**src/rtl/uart_pkg.sv**
```systemverilog
// Shared types and constants for the UART receive path.
package uart_pkg;

  typedef enum logic [2:0] {IDLE, START, DATA, STOP, BREAK} uart_rx_state_t;

  localparam int   UART_DATA_BITS  = 8;
  localparam logic UART_IDLE_LEVEL = 1'b1;

endpackage

```
**src/rtl/uart_sync.sv**
```systemverilog
// Two-flop synchronizer for an asynchronous serial/handshake line.
// Both flops reset to RST_VAL so the line reads as idle out of reset.
module uart_sync
  import uart_pkg::*;
#(
  parameter logic RST_VAL = UART_IDLE_LEVEL
) (
  input  logic clk,
  input  logic rst,
  input  logic d,
  output logic q
);

  logic meta;

  // Capture the async input, then retime it once more before use.
  always_ff @(posedge clk) begin
    if (rst) begin
      meta <= RST_VAL;
      q    <= RST_VAL;
    end else begin
      meta <= d;
      q    <= meta;
    end
  end

endmodule

```
**src/rtl/uart_rx.sv**
```systemverilog
// Oversampling 8N1 UART receiver with a one-byte holding register,
// valid/ready handoff, rts flow control and framing/overrun pulses.
//
// state | meaning
// ------+-----------------------------------------------------------
// IDLE  | line idle, waiting for a low level on rxd_s
// START | counting to mid start bit, re-checking it is still low
// DATA  | sampling 8 data bits LSB first, one per BIT_CLK cycles
// STOP  | counting to mid stop bit, then deliver / overrun / error
// BREAK | stop bit was low; wait for the line to return high
module uart_rx
  import uart_pkg::*;
#(
  parameter int BIT_CLK = 8
) (
  input  logic       clk,
  input  logic       rst,
  input  logic       rxd,
  output logic [7:0] rx_data,
  output logic       rx_valid,
  input  logic       rx_ready,
  output logic       rts,
  output logic       frame_err,
  output logic       overrun,
  output logic       busy
);

  localparam int HALF = BIT_CLK / 2;
  localparam int CW   = $clog2(BIT_CLK);

  localparam logic [CW-1:0] CNT_BIT  = CW'(BIT_CLK - 1);
  localparam logic [CW-1:0] CNT_HALF = CW'(HALF - 1);
  localparam logic [2:0]    IDX_LAST = 3'(UART_DATA_BITS - 1);

  uart_rx_state_t            state;
  uart_rx_state_t            state_nxt;
  logic [CW-1:0]             cnt;
  logic [2:0]                idx;
  logic [UART_DATA_BITS-1:0] sh;
  logic                      rxd_s;

  logic cnt_zero;
  logic load_byte;
  logic ovr_set;
  logic fe_set;
  logic rx_valid_nxt;

  uart_sync #(.RST_VAL(UART_IDLE_LEVEL)) u_sync (
    .clk (clk),
    .rst (rst),
    .d   (rxd),
    .q   (rxd_s)
  );

  assign cnt_zero = (cnt == '0);

  // State register.
  always_ff @(posedge clk) begin
    if (rst) state <= IDLE;
    else     state <= state_nxt;
  end

  // Next-state decode; every bit-period decision happens when cnt hits zero.
  always_comb begin
    state_nxt = state;
    case (state)
      IDLE:    if (!rxd_s) state_nxt = START;
      START:   if (cnt_zero) state_nxt = rxd_s ? IDLE : DATA;
      DATA:    if (cnt_zero && (idx == IDX_LAST)) state_nxt = STOP;
      STOP:    if (cnt_zero) state_nxt = rxd_s ? IDLE : BREAK;
      BREAK:   if (rxd_s) state_nxt = IDLE;
      default: state_nxt = IDLE;
    endcase
  end

  // Output decode: stop-sample outcomes and the next holding-register flag.
  always_comb begin
    busy         = (state != IDLE);
    load_byte    = 1'b0;
    ovr_set      = 1'b0;
    fe_set       = 1'b0;
    if (state == STOP && cnt_zero) begin
      if (!rxd_s)                     fe_set    = 1'b1;
      else if (!rx_valid || rx_ready) load_byte = 1'b1;
      else                            ovr_set   = 1'b1;
    end
    // A byte landing on the same edge it is consumed keeps valid high.
    if (load_byte)                 rx_valid_nxt = 1'b1;
    else if (rx_valid && rx_ready) rx_valid_nxt = 1'b0;
    else                           rx_valid_nxt = rx_valid;
  end

  // Bit timer, bit index and shift register.
  always_ff @(posedge clk) begin
    if (rst) begin
      cnt <= '0;
      idx <= '0;
      sh  <= '0;
    end else begin
      case (state)
        IDLE: begin
          if (!rxd_s) cnt <= CNT_HALF;
        end
        START: begin
          if (!cnt_zero) begin
            cnt <= cnt - 1'b1;
          end else if (!rxd_s) begin
            cnt <= CNT_BIT;
            idx <= '0;
          end
        end
        DATA: begin
          if (!cnt_zero) begin
            cnt <= cnt - 1'b1;
          end else begin
            sh  <= {rxd_s, sh[UART_DATA_BITS-1:1]};
            cnt <= CNT_BIT;
            if (idx != IDX_LAST) idx <= idx + 3'd1;
          end
        end
        STOP: begin
          if (!cnt_zero) cnt <= cnt - 1'b1;
        end
        default: begin
        end
      endcase
    end
  end

  // Holding register, flow control and one-cycle status pulses.
  always_ff @(posedge clk) begin
    if (rst) begin
      rx_data   <= 8'h00;
      rx_valid  <= 1'b0;
      rts       <= 1'b1;
      frame_err <= 1'b0;
      overrun   <= 1'b0;
    end else begin
      rx_valid  <= rx_valid_nxt;
      rts       <= !rx_valid_nxt;
      frame_err <= fe_set;
      overrun   <= ovr_set;
      if (load_byte) rx_data <= sh;
    end
  end

endmodule

```
**config.mk**
```make
export PLATFORM = sky130hd
export DESIGN_NAME = uart_rx
export DESIGN_NICKNAME = d
export VERILOG_FILES = /design/src/rtl/uart_pkg.sv /design/src/rtl/uart_sync.sv /design/src/rtl/uart_rx.sv
export SDC_FILE = /design/constraint.sdc
export NUM_CORES = 1
export LEC_CHECK = 0
export CAP_MARGIN = 10
export CORE_MARGIN = 10
export CORE_UTILIZATION = 57
export DETAILED_ROUTE_END_ITERATION = 10
export PLACE_DENSITY_LB_ADDON = 0.15
export RECOVER_POWER = 50
export SETUP_SLACK_MARGIN = 0.4
export SLEW_MARGIN = 20
export SYNTH_ARGS = -nofsm -noshare
export SYNTH_HDL_FRONTEND = slang
export SYNTH_SLANG_ARGS = --single-unit
```
**constraint.sdc**
```tcl
create_clock -name clk -period 4.3 [get_ports clk]
set_input_delay 0.43 -clock clk [delete_from_list [all_inputs] [get_ports clk]]
set_output_delay 0.43 -clock clk [all_outputs]
set_load 0.02 [all_outputs]
```
==> results.ini <==
[floorplanning]
die_h_um=67.3
die_w_um=67.3
core_um2=2170
start_util_pct=58.9
die-area_um2=4530
io_pins=17
rows=17

[pwr]
powerDensity_nw_per_um2=377
p_leak_nw=0.640
ir_drop_mv=0.413
power_uw=571

[global_route]
grt_pass1_wl_mm=4.14
grt_max_degree=31
grtUsageTotal_pct=11.9
overflow=0
grt_pass1_vias=955
antenna_found_initial=0

[final_layout]
n_antenna_cell=0
mostFrequentLayoutCell=dfxtp_1
drive_gt1_share_pct=9.15
final_cell_mix=dfxtp_1, a21oi_1, nand2_1, dlygate4sd3_1, nor2_1
layout.nets=160
area_growth_pct=18.8

[cts]
clk_pin_slew_ns=0.10
clock_latency_ns=0.33
tritoncts=done
holdBufCountCts=0
post-cts-setup-buffer-count=0
cts-buffers-inserted=5
cts_resized=0
cts-root-buf=clkbuf_4
cts_sinks=31
htree_levels=2
clk_path_buf_depth=2

[sta]
fin_setup_tns_ns=0
finalCritPeriodShare_pct=49.4
final-setup-viol-count=0
min_period_ns=2.12
worst_pin_slew_ns=1.03
finalMaxSlewViolations=0
maxSlewHeadroom_pct=31.0
fin_skew_ns=0.00858
finalHoldViolCount=0
max_freq_mhz=471
grt_setup_unrepaired=false

[worst_setup_path]
critPathBufInv=1
endpoint_kind=flip-flop
r2r-end=idx[0]
cp_slowest_cell=nor3b_4
timing.rr.start=cnt[0]
path_cells=inv_1 -> ha_1 -> nor3b_4 -> nand2_2 -> or3_1 -> a21oi_1
crit_start=cnt[0]
r2r_cells=6
cp-start-kind=flip-flop
cp.depth=6
cp_slowest_stage_delay_ns=0.61
criticalPathCategory=flip-flop to flip-flop
crit_family=simple AND/OR/NAND/NOR gates
cp.arrival_ns=2.37
critical_path_required_ns=4.55
rrSetupSlack_ns=2.18
cp-endpoint=idx[0]
cp_max_fo=16

[detailed_routing]
drt_pass1_iterations=4
totalWireLength_mm=2.31
ant_nets=0
vias=971
drc=0
wl_per_cell_um=12.8
initialDrtViolationCount=40
via_per_inst=5.36

[place]
hpwl_mm=1.59
io_buffer_count=16
gp_congestion=0.814

[synth]
seq_area_frac_synth_pct=48.6
synthCells=137
netlist.area_leader.share_pct=48.6
ys_seq_elements=31
synth_nets=145
syn_area_per_cell_um2=9.32
yosys_warnings=0
netlist-cell-type-count=31
synth_area_um2=1280
synth.area.top_cells=dfxtp_1, mux2i_1, a21oi_1
synth_top_area_cell=dfxtp_1

[status]
status=finished clean

[job]
drv_cap=0

[worst_hold_path]
min_path_type=flip-flop to flip-flop

## cell usage after synthesis, drive strengths merged
cell type,count
dfxtp,31
a211oi,2
or3,1
a31oi,2
ha,4
nor3b,2
a21o,1
nor2b,2
nand2,14
mux2,1
o21a,2
nor3,5
clkbuf,5
nor4b,1
nand4b,2
o31ai,1
nand4,1
nand2b,2
and2,1
or2,2
nand3,10
buf,3
mux2i,9
inv,5
a21oi,14
nor2,11
o211ai,3
## per-stage QoR
| stage | utilization [%] | hold WS, ns | instances | instance area (um2) | setup WS, ns |
|---|---|---|---|---|---|
| 6_report | 70.0 | 0.425 | 181 | 1520 | 2.18 |
| 4_1_cts | 70.0 | 0.430 | 181 | 1520 | 2.19 |
| 2_1_floorplan | - | 0.389 | 137 | 1280 | 2.81 |
| 3_5_place_dp | 66.0 | 0.404 | 173 | 1430 | 2.22 |
| 5_1_grt | 70.0 | 0.451 | 181 | 1520 | 1.96 |
| 3_3_place_gp | 66.0 | 0.396 | 173 | 1430 | 2.28 |
## kinds of logic (layout without fill, tap and decap cells)
| kind of cell | Yosys count | after routing | share of synthesized area (%) |
|---|---|---|---|
| AND/OR/NAND/NOR | 54 | 54 | 23.1 |
| adder cells (fa/ha/maj) | 4 | 4 | 3.92 |
| buffers and inverters | 13 | 29 | 4.70 |
| multiplexers | 10 | 10 | 7.93 |
| flip-flops | 31 | 31 | 48.6 |
| AO/OA/AOI/OAI | 25 | 25 | 11.8 |
## how the worst min path moves through the flow
stage | startpoint | endpoint | slack, ns | cells after the start
floorplan | u_sync.meta | u_sync.q | 0.39 | 1
global placement | u_sync.meta | u_sync.q | 0.40 | 1
detailed placement | u_sync.meta | u_sync.q | 0.40 | 1
CTS | u_sync.meta | u_sync.q | 0.43 | 1
global route | u_sync.meta | u_sync.q | 0.45 | 1
finish | u_sync.meta | u_sync.q | 0.42 | 1
## worst register-to-register path, delay by kind of cell, from the launching register on
kind,cells,cell delay (ns)
and+or+nand+nor,3,1.27
DFF,1,0.33
buffers and inverters,1,0.08
AOI/OAI and AO/OA,1,0.13
adders and majority gates,1,0.22
## flip-flops by register name, summed over array words and instances (netlist names)
register / cells
u_sync.meta: 1
rx_valid: 1
rts: 1
u_sync.q: 1
frame_err: 1
overrun: 1
sh: 8
rx_data: 8
state: 3
cnt: 3
idx: 3
## final cells by class
type	count	area [um2]
Timing Repair Buffer	16	160
Sequential cell	31	621
Fill cell	190	652
Multi-Input combinational cell	93	597
Inverter	5	18.8
Tap cell	28	35.0
Clock buffer	6	51.3
Clock inverter	2	35.0
## where the power goes
| group | total (mW) | switching, mW | internal (mW) |
|---|---|---|---|
| Combinational | 0.0382 | 0.0231 | 0.0150 |
| Clock | 0.239 | 0.102 | 0.137 |
| Sequential | 0.294 | 0.00386 | 0.291 |
## layer usage
metal  vias up  track usage (%)  wire length [um]
met5         -                0                 0
met4         0             5.64                17
met3         4             6.78               163
met2        18             18.5              1080
met1       447             12.8              1050
li1        502                -                 -
Power figures use the tool's default switching activity.
